File: config.mk
export PLATFORM = sky130hd
export DESIGN_NAME = cam_access_scheduler
export DESIGN_NICKNAME = d
export VERILOG_FILES = /design/src/rtl/cam_sched_pkg.sv /design/src/rtl/cam_sched_credit.sv /design/src/rtl/cam_access_scheduler.sv
export SDC_FILE = /design/constraint.sdc
export NUM_CORES = 1
export LEC_CHECK = 0
export ABC_AREA = 1
export CORE_AREA = 2 2 109 111
export CTS_BUF_LIST = sky130_fd_sc_hd__clkbuf_4
export CTS_CLUSTER_DIAMETER = 40
export DETAILED_ROUTE_END_ITERATION = 10
export DIE_AREA = 0 0 111 113
export PLACE_DENSITY_LB_ADDON = 0.05
export SYNTH_ARGS = -nofsm -noshare
export SYNTH_HDL_FRONTEND = slang
export SYNTH_SLANG_ARGS = --single-unit
File: constraint.sdc
create_clock -name clk -period 2.6 [get_ports clk]
set_clock_uncertainty 0.1 [all_clocks]
set_input_delay 0.39 -clock clk [delete_from_list [all_inputs] [get_ports clk]]
set_output_delay 0.39 -clock clk [all_outputs]
set_load 0.005 [all_outputs]
File: src/rtl/cam_sched_pkg.sv
// rtl/cam_sched_pkg.sv - shared definitions for the CAM access scheduler
//
// Purpose : op encoding and the issue-slot record used by cam_access_scheduler.
// Contents: OP_LOOKUP / OP_UPDATE encodings, default field widths and
//           cam_issue_t (op, index, data, user) at the default widths.
package cam_sched_pkg;

  localparam logic OP_LOOKUP = 1'b0;
  localparam logic OP_UPDATE = 1'b1;

  localparam int DEF_KEY_SIZE   = 8;
  localparam int DEF_VALUE_SIZE = 32;
  localparam int DEF_USER_WIDTH = 4;

  typedef struct packed {
    logic                      op;
    logic [DEF_KEY_SIZE-1:0]   index;
    logic [DEF_VALUE_SIZE-1:0] data;
    logic [DEF_USER_WIDTH-1:0] user;
  } cam_issue_t;

endpackage

File: src/rtl/cam_sched_credit.sv
// rtl/cam_sched_credit.sv - saturating up/down credit counter for in-flight lookups
//
// Purpose : counts lookups issued to the CAM and not yet answered.
// Ports   : clk, rst        clock, async active-high reset
//           inc_i          a lookup was accepted into the issue slot
//           dec_i          a lookup response completed its handshake
//           credits_avail  count < MAX_OUTSTANDING
module cam_sched_credit #(
  parameter int MAX_OUTSTANDING = 4
) (
  input  logic clk,
  input  logic rst,
  input  logic inc_i,
  input  logic dec_i,
  output logic credits_avail
);

  localparam logic [3:0] LIMIT = 4'(MAX_OUTSTANDING);

  logic [3:0] count_q, count_d;

  // Simultaneous inc and dec cancel. Decrement stops at zero so responses
  // that outlive a reset cannot drive the count negative.
  always_comb begin
    count_d = count_q;
    if (inc_i && !dec_i) begin
      if (count_q < LIMIT) count_d = count_q + 4'd1;
    end else if (dec_i && !inc_i) begin
      if (count_q != 4'd0) count_d = count_q - 4'd1;
    end
  end

  always_ff @(posedge clk or posedge rst) begin
    if (rst) count_q <= 4'd0;
    else     count_q <= count_d;
  end

  assign credits_avail = (count_q < LIMIT);

endmodule

File: src/rtl/cam_access_scheduler.sv
// rtl/cam_access_scheduler.sv - arbitrates lookup and update streams onto one CAM port
//
// Purpose : lookups win by default; an age counter forces a waiting update
//           through after UPDATE_MAX_WAIT bypasses. In-flight lookups are
//           limited by a credit counter; responses pass straight through.
// Ports   : s_lookup_*  lookup request stream (index, user, valid/ready)
//           s_update_*  update request stream (index, data, user, valid/ready)
//           m_cam_*     registered issue slot toward the CAM wrapper
//           cam_rsp_*   lookup responses from the CAM
//           m_rsp_*     responses forwarded downstream
//           stat_*      issue counters
// Macro   : CAM_SCHED_STATS_EN builds the stat counters; otherwise stat_* = 0.
module cam_access_scheduler
  import cam_sched_pkg::*;
#(
  parameter int KEY_SIZE        = 8,
  parameter int VALUE_SIZE      = 32,
  parameter int USER_WIDTH      = 4,
  parameter int MAX_OUTSTANDING = 4,
  parameter int UPDATE_MAX_WAIT = 8
) (
  input  logic                  clk,
  input  logic                  rst,
  input  logic [KEY_SIZE-1:0]   s_lookup_index,
  input  logic [USER_WIDTH-1:0] s_lookup_user,
  input  logic                  s_lookup_valid,
  output logic                  s_lookup_ready,
  input  logic [KEY_SIZE-1:0]   s_update_index,
  input  logic [VALUE_SIZE-1:0] s_update_data,
  input  logic [USER_WIDTH-1:0] s_update_user,
  input  logic                  s_update_valid,
  output logic                  s_update_ready,
  output logic                  m_cam_op,
  output logic [KEY_SIZE-1:0]   m_cam_index,
  output logic [VALUE_SIZE-1:0] m_cam_data,
  output logic [USER_WIDTH-1:0] m_cam_user,
  output logic                  m_cam_valid,
  input  logic                  m_cam_ready,
  input  logic [VALUE_SIZE-1:0] cam_rsp_data,
  input  logic [USER_WIDTH-1:0] cam_rsp_user,
  input  logic                  cam_rsp_valid,
  output logic                  cam_rsp_ready,
  output logic [VALUE_SIZE-1:0] m_rsp_data,
  output logic [USER_WIDTH-1:0] m_rsp_user,
  output logic                  m_rsp_valid,
  input  logic                  m_rsp_ready,
  output logic [31:0]           stat_lookups,
  output logic [31:0]           stat_updates,
  output logic [31:0]           stat_forced
);

  typedef struct packed {
    logic                  op;
    logic [KEY_SIZE-1:0]   index;
    logic [VALUE_SIZE-1:0] data;
    logic [USER_WIDTH-1:0] user;
  } slot_t;

  localparam logic [7:0] AGE_MAX = 8'(UPDATE_MAX_WAIT);

  slot_t      slot_q, slot_d;
  logic       valid_q, valid_d;
  logic [7:0] age_q, age_d;

  logic slot_free;
  logic force_w;
  logic lookup_ok;
  logic grant_upd;
  logic grant_lkp;
  logic credits_avail;
  logic rsp_hs;

  assign slot_free = !valid_q || m_cam_ready;
  assign force_w   = s_update_valid && (age_q == AGE_MAX);
  assign lookup_ok = s_lookup_valid && credits_avail;
  assign grant_upd = slot_free && s_update_valid && (force_w || !lookup_ok);
  assign grant_lkp = slot_free && lookup_ok && !grant_upd;

  assign s_lookup_ready = grant_lkp;
  assign s_update_ready = grant_upd;

  // Issue slot: load on grant, otherwise drain when the CAM takes it.
  always_comb begin
    slot_d  = slot_q;
    valid_d = valid_q;
    if (grant_upd) begin
      slot_d.op    = OP_UPDATE;
      slot_d.index = s_update_index;
      slot_d.data  = s_update_data;
      slot_d.user  = s_update_user;
      valid_d      = 1'b1;
    end else if (grant_lkp) begin
      slot_d.op    = OP_LOOKUP;
      slot_d.index = s_lookup_index;
      slot_d.data  = '0;
      slot_d.user  = s_lookup_user;
      valid_d      = 1'b1;
    end else if (m_cam_ready) begin
      valid_d = 1'b0;
    end
  end

  // Age counts cycles a pending update goes unserved, saturating at the limit.
  always_comb begin
    age_d = age_q;
    if (!s_update_valid || grant_upd) age_d = 8'd0;
    else if (age_q < AGE_MAX)         age_d = age_q + 8'd1;
  end

  always_ff @(posedge clk or posedge rst) begin
    if (rst) begin
      slot_q  <= '0;
      valid_q <= 1'b0;
      age_q   <= 8'd0;
    end else begin
      slot_q  <= slot_d;
      valid_q <= valid_d;
      age_q   <= age_d;
    end
  end

  assign m_cam_op    = slot_q.op;
  assign m_cam_index = slot_q.index;
  assign m_cam_data  = slot_q.data;
  assign m_cam_user  = slot_q.user;
  assign m_cam_valid = valid_q;

  assign m_rsp_data    = cam_rsp_data;
  assign m_rsp_user    = cam_rsp_user;
  assign m_rsp_valid   = cam_rsp_valid;
  assign cam_rsp_ready = m_rsp_ready;
  assign rsp_hs        = cam_rsp_valid && m_rsp_ready;

  cam_sched_credit #(
    .MAX_OUTSTANDING(MAX_OUTSTANDING)
  ) u_credit (
    .clk           (clk),
    .rst           (rst),
    .inc_i         (grant_lkp),
    .dec_i         (rsp_hs),
    .credits_avail (credits_avail)
  );

`ifdef CAM_SCHED_STATS_EN
  logic [31:0] stat_lookups_q, stat_updates_q, stat_forced_q;

  always_ff @(posedge clk or posedge rst) begin
    if (rst) begin
      stat_lookups_q <= 32'd0;
      stat_updates_q <= 32'd0;
      stat_forced_q  <= 32'd0;
    end else begin
      if (grant_lkp)            stat_lookups_q <= stat_lookups_q + 32'd1;
      if (grant_upd)            stat_updates_q <= stat_updates_q + 32'd1;
      if (grant_upd && force_w) stat_forced_q  <= stat_forced_q + 32'd1;
    end
  end

  assign stat_lookups = stat_lookups_q;
  assign stat_updates = stat_updates_q;
  assign stat_forced  = stat_forced_q;
`else
  assign stat_lookups = 32'd0;
  assign stat_updates = 32'd0;
  assign stat_forced  = 32'd0;
`endif

endmodule

# Yosys cells after proc, flatten, opt, wreduce, memory -nomap -nowiden

Index checks and enable logic that the tools add are counted.
Widths: inputs -> output; s select.

Register bits: 58
Output and inout port bits: 182
Logic and storage cells: 50
Input bits: 99

Mux-type cells: 11
Equality and inequality tests: 2
Reduce and logical (&&, ||, !) cells: 25
Order comparisons: 2
Add/sub/neg operators: 3

Operator list:

| kind                | number |
|---|---|
| $mux 45             | 2 |
| $mux 4              | 4 |
| $mux 8              | 2 |
| $logic_and 1x1->1   | 9 |
| $add 8x1->8 const B | 1 |
| $eq 8x4->1 const B  | 1 |
| $lt 8x4->1 const B  | 1 |
| $reduce_bool 2->1   | 4 |
| $logic_not 1->1     | 6 |
| $add 4x1->4 const B | 1 |
| $lt 4x3->1 const B  | 1 |
| $reduce_bool 4->1   | 1 |
| $sub 4x1->4 const B | 1 |
| $logic_or 1x1->1    | 3 |
| $mux 1              | 3 |
| $reduce_and 3->1    | 1 |
| $reduce_bool 3->1   | 1 |
| $ne 2x2->1 const B  | 1 |

# Depth between registers and ports, before layout

Gate-level depths: netlist of run 1.

Depth after elaboration: 11
Gate-level depth with buffers: 19
Mapped depth without buffers: 18

# Cells and area by module

A second synthesis of run 1 with hierarchy kept.

Cell total of the unflattened synthesis: 478
Area, all modules: 3729.8 um2

By module, submodules not included:

| module               | sequential area each (um2) | area each (um2) | cells an instance | times used |
|---|---|---|---|---|
| cam_access_scheduler | 1351.3                     | 3390.8          | 430               | 1 |
| cam_sched_credit     | 100.1                      | 339.1           | 48                | 1 |

# Worst setup path before layout of run 1

No wires, ideal clock.

Path type: register to register
From: register age_q[0]
To: register u_credit.count_q[3]
Path slack: 0.109 ns
Setup time: 0.116 ns
Arrival time: 2.275 ns
Path buffers: 1
Cell stages (with the launch flop): 20
Data required time: 2.384 ns
Period minus slack after synthesis: 2.491 ns
Path through: dfrtp_1 -> inv_1 -> ha_1 -> nand3_1 -> o21ai_2 -> nand2_2 -> inv_4 -> buf_6 -> nor2_1 -> ha_1 -> inv_1 -> ha_1 -> nand3_1 -> nand2_1 -> inv_1 -> nand2_1 -> nand2_1 -> nand2_1 -> nand2_1 -> nand2_1

Cells in the longest elaborated chain, start to end: 10
Elaborated cells between the ends (all ways): 14
Classes of those cells: 2 x eq/ne; 1 x mux; 11 x reduce/logical

RTL lines:

| item                               | line                        | source |
|---|---|---|
| from (decl)                        | cam_access_scheduler.sv:63  | `logic [7:0] age_q, age_d;` |
| from (signal assigned)             | cam_access_scheduler.sv:118 | `age_q <= age_d;` |
| $eq 8x4->1 *                       | cam_access_scheduler.sv:74  | `assign force_w = s_update_valid && (age_q == AGE_MAX);` |
| $logic_and 1x1->1 *                | cam_access_scheduler.sv:74  |  |
| $logic_or 1x1->1 *                 | cam_access_scheduler.sv:76  | `assign grant_upd = slot_free && s_update_valid && (force_w \|\| !lookup_ok);` |
| $logic_and 1x1->1 *                | cam_access_scheduler.sv:76  |  |
| named net s_update_ready           | cam_access_scheduler.sv:32  | `output logic s_update_ready,` |
| $logic_not 1->1 *                  | cam_access_scheduler.sv:77  | `assign grant_lkp = slot_free && lookup_ok && !grant_upd;` |
| $logic_and 1x1->1 *                | cam_access_scheduler.sv:77  |  |
| named net s_lookup_ready           | cam_access_scheduler.sv:27  | `output logic s_lookup_ready,` |
| $logic_not 1->1                    | cam_sched_credit.sv:28      | `end else if (dec_i && !inc_i) begin` |
| $logic_and 1x1->1                  | cam_sched_credit.sv:28      |  |
| $reduce_bool 2->1 (no source line) | n/a                         |  |
| $reduce_and 3->1 (no source line)  | n/a                         |  |
| to (signal assigned)               | cam_sched_credit.sv:35      | `else count_q <= count_d;` |
| to (decl)                          | cam_sched_credit.sv:20      | `logic [3:0] count_q, count_d;` |

The timed path passes the listed nets; every way through them passes the cells marked *.
A chain may end at the register's enable or synchronous reset.

# Worst setup path after layout of run 1

From: register age_q[0]
To: output port s_lookup_ready

Cells in the longest elaborated chain, start to end: 6

RTL lines:

| item              | line |
|---|---|
| $eq 8x4->1        | cam_access_scheduler.sv:74 |
| $logic_and 1x1->1 | cam_access_scheduler.sv:74 |
| $logic_or 1x1->1  | cam_access_scheduler.sv:76 |
| $logic_and 1x1->1 | cam_access_scheduler.sv:76 |
| $logic_not 1->1   | cam_access_scheduler.sv:77 |
| $logic_and 1x1->1 | cam_access_scheduler.sv:77 |
| to (decl)         | cam_access_scheduler.sv:27 |

Every way passes these cells.

==> results.txt, run 1 <==
The global-route layer with the greatest usage was met2. Of all nets on the critical path, the largest fanout is 3. The number of antenna violations at the first check in global routing is 1, and the static power due to leakage is 2.413 nW. The routed design could run at a clock period as short as 2498 ps.

The number of antenna-violating nets in the routed design was 0; the gate count after technology mapping was 468. The non-filler instance count after layout was 702. For the number of nets in the layout, the log shows 660. The kind of cell adding the most delay to the critical path was buffers and inverters. The number of sinks handled by clock tree synthesis is 58. The switching power as a share of total power was 0.3522; the post-synthesis cell type count was 23. Counting flops and latches in the post-synthesis netlist gives 58. The share of total power in sequential cells is 0.406. The tool flagged a number of max-cap violations equal to 0.

For the part of the Yosys area used for sequential elements, the log shows 0.3944. Setup repair after global routing could not meet its margin everywhere. The power density relative to cell area was 748.4 nW/um^2.

Clock latency on the worst-skew pair, taken at its later pin, is 380 ps. Internal power comes to 0.002173 W. Max-slew violation count: 0. Nature of the critical path startpoint: a flop. Entering global routing, the biggest net connects 37 pins. The path class of the tightest hold or removal check is input port to async pin. Based on the critical path, the design can be clocked at up to 400.4 MHz. The remaining routing DRC violations was 0. For the pin with the worst max-slew slack, the measured transition is 508.6 ps.

The tools report the number of DRC markers after the initial detailed-route iteration as 73. The largest individual stage delay along the critical path comes from the cell sky130_fd_sc_hd__clkdlybuf4s50_1. Pin placement for this block handled 281 I/O pins. The via count of the first global-routing pass was 2602. For this run, the slowest stage of the critical path takes 490 ps. The number of iterations in the first detailed-routing pass was 4; the total overflow reported by the global router was 0. Switching power: 0.001181 W.

VDD sags by at most 0.3189 mV. For the sum of negative setup slack, the log shows 0 ps. The floorplan step set the die height to 113 microns.

The total global-route track usage was 0.1297. The synthesized area per cell is 7.863 sq um, and the average wire length per cell after detail routing is 11.55 microns. The share of async-settable or async-resettable flops after synthesis works out to 1.000.

The tools report the root buffer cell as sky130_fd_sc_hd__clkbuf_4. For the worst setup path, the data required time is 2110 ps. After clock tree synthesis, the clock-pin slew on the worst setup and hold paths is 100 ps. The clock network power share was 0.148.

After detailed routing, the number of vias per cell comes to 3.860. In this run, post-CTS hold repair placed 0 buffers. The detailed router placed 2710 vias in this run.

The growth of design area from synthesis to finish is 21.80%. The most frequently used flop master after synthesis is sky130_fd_sc_hd__dfrtp_1. Total setup violations reported at the end of the flow: 0. The number of hold violations in the final report came out at 0. The number of I/O port buffers was 112; the number of cells after detailed placement was 685.

The first global-routing pass estimated 12950 microns of wire. Walking the worst path, the cells encountered are inv_2 -> ha_1 -> nand3_1 -> o21ai_2 -> nand2_2 -> inv_4 -> nor2_2 -> buf_4 -> clkdlybuf4s50_1. The run gives 0 as the total number of yosys warnings. In this run, synthesis inferred 0 flip-flops with an integrated enable. After detailed routing, the total wire length is 8108 microns. The critical path in this run is classified as flop to primary output. The logs give 0.7311 for the weighted congestion reported at the end of routability-driven placement and 0.2110 for the met2 layer usage reported by global route. The logs give 2 for the maximum buffer depth of the clock tree and 0.3265 for the initial standard-cell utilization of the core. Final-layout worst hold slack: 248.1 ps.

The tools report the fraction of met3 tracks used by global routing as 0.03696. The cell area that synthesis handed to floorplanning was 3680 sq um. STA puts the critical path data arrival time at 2010 ps. The tools report the die area as 12540 sq um. The die boundary width is 111 microns, and the met1 routing resource usage after global routing is 0.1529.

The type of destination of the critical path is a primary output. The run gives 0.6604 as the relative slew slack. The combinational share of power was 0.446. The run gives 9 as the number of buffers created by CTS. The number of buffers and inverters on the critical path works out to 4.

The core region area is 11270 sq um, and the post-DP HPWL is 6192 microns. The ratio of final minimum period to clock period works out to 0.9606. TritonCTS built the clock tree. Number of H-tree branching levels: 3. The run finished with clean final reports.

The floorplan has 39 rows. The proportion of layout cells with a drive suffix above 1 was 0.06093.
==> state kept, by name, indices dropped and copies added, names as in the netlist <==
register,cells
age_q,8
m_cam_user,4
u_credit.count_q,4
m_cam_data,32
m_cam_valid,1
m_cam_op,1
m_cam_index,8
==> final cells by class <==
cell class,count,area (sq um)
fillers,1199,6790
repair buffers,126,1254
multi-input cells,316,1335
clock buffers,9,67.56
flip-flops and latches,58,1453
inverters,44,167.7
well taps,143,178.9
clock inverters,5,23.77
diodes,1,2.502
==> per-layer routing <==
metal,share of wire,routed length [microns],vias to the layer above
met5,0,0,-
met4,0.038,312,0
met3,0.077,626,26
met2,0.47,3828,125
met1,0.41,3340,1212
li1,-,-,1347
==> cells in the mapped netlist (2+ instances only) <==
cell / number / area, sq um
sky130_fd_sc_hd__a21oi_1: 2 / 10.01
sky130_fd_sc_hd__buf_2: 6 / 30.03
sky130_fd_sc_hd__buf_4: 134 / 1006
sky130_fd_sc_hd__buf_6: 4 / 45.04
sky130_fd_sc_hd__dfrtp_1: 58 / 1451
sky130_fd_sc_hd__ha_1: 6 / 75.07
sky130_fd_sc_hd__inv_1: 42 / 157.7
sky130_fd_sc_hd__nand2_1: 156 / 585.6
sky130_fd_sc_hd__nand3_1: 26 / 130.1
sky130_fd_sc_hd__nor2_1: 15 / 56.30
sky130_fd_sc_hd__o21ai_0: 3 / 15.01
sky130_fd_sc_hd__xor2_1: 5 / 43.79
==> per-stage QoR <==
stage | total power [W] | util | area [sq um] | worst slack [ps]
final | 0.003354 | 0.3976 | 4482 | 102.4
after global routing | 0.003677 | 0.3976 | 4482 | -52.81
after CTS | 0.003433 | 0.3964 | 4468 | 3.089
after detailed placement | 0.002887 | 0.3874 | 4367 | -36.52
after global placement | 0.002880 | 0.3874 | 4367 | 22.75
after floorplan | 0.002187 | - | 4036 | 108.5
==> cells in the final DEF, fill, tap and decap left out, types with 5 or more instances in the layout <==
master                              n
sky130_fd_sc_hd__nand2_1          156
sky130_fd_sc_hd__nand3_1           26
sky130_fd_sc_hd__xor2_1             5
sky130_fd_sc_hd__inv_1             40
sky130_fd_sc_hd__buf_4             12
sky130_fd_sc_hd__nor2_1            14
sky130_fd_sc_hd__ha_1               6
sky130_fd_sc_hd__conb_1            96
sky130_fd_sc_hd__clkdlybuf4s50_1  111
sky130_fd_sc_hd__dfrtp_1           57
sky130_fd_sc_hd__clkbuf_4           9
==> power by group through the flow <==
stage / clock network, W / logic [W] / registers (W)
floorplan: 0 / 0.000811 / 0.00138
global placement: 0 / 0.00150 / 0.00138
detailed placement: 0 / 0.00151 / 0.00137
CTS: 0.000541 / 0.00153 / 0.00137
global route: 0.000585 / 0.00169 / 0.00140
finish: 0.000497 / 0.00149 / 0.00136
==> kinds of logic after synthesis <==
group / share of synthesized area
AND/OR/NAND/NOR: 0.2203
buffers and inverters: 0.3404
flip-flops: 0.3944
AO/OA/AOI/OAI: 0.009180
XOR/XNOR: 0.01428
adder cells (fa/ha/maj): 0.02040
other: 0.001019
==> final timing paths <==
path / depth (start not counted) / slack (ps) / to / startpoint
hold / removal: 2 / 250 / m_cam_data[29]$_DFFE_PP0P_ / rst
setup reg to reg: 14 / 290 / u_credit.count_q[2]$_DFFE_PP0P_ / age_q[0]$_DFFE_PP0P_
setup / recovery: 9 / 100 / s_lookup_ready / age_q[0]$_DFFE_PP0P_
hold reg to reg: 2 / 380 / m_cam_data[20]$_DFFE_PP0P_ / m_cam_data[20]$_DFFE_PP0P_
max in group asynchronous: 3 / 1550 / m_cam_data[21]$_DFFE_PP0P_ / rst
min in group clk: 2 / 380 / m_cam_data[20]$_DFFE_PP0P_ / m_cam_data[20]$_DFFE_PP0P_
==> repair_timing <==
action,4_1_cts,5_1_grt
pin swaps,1,1
setup endpoints to repair,2,2
gates resized for setup,1,3
buffers inserted,1,1
Power figures use the tool's default switching activity.
==> run 2, diff against run 1 <==
- GPL_ROUTABILITY_DRIVEN: default -> 0
==> results of run 2 <==
Same layout as run 1: the final DEF is identical, and so are final timing and power.
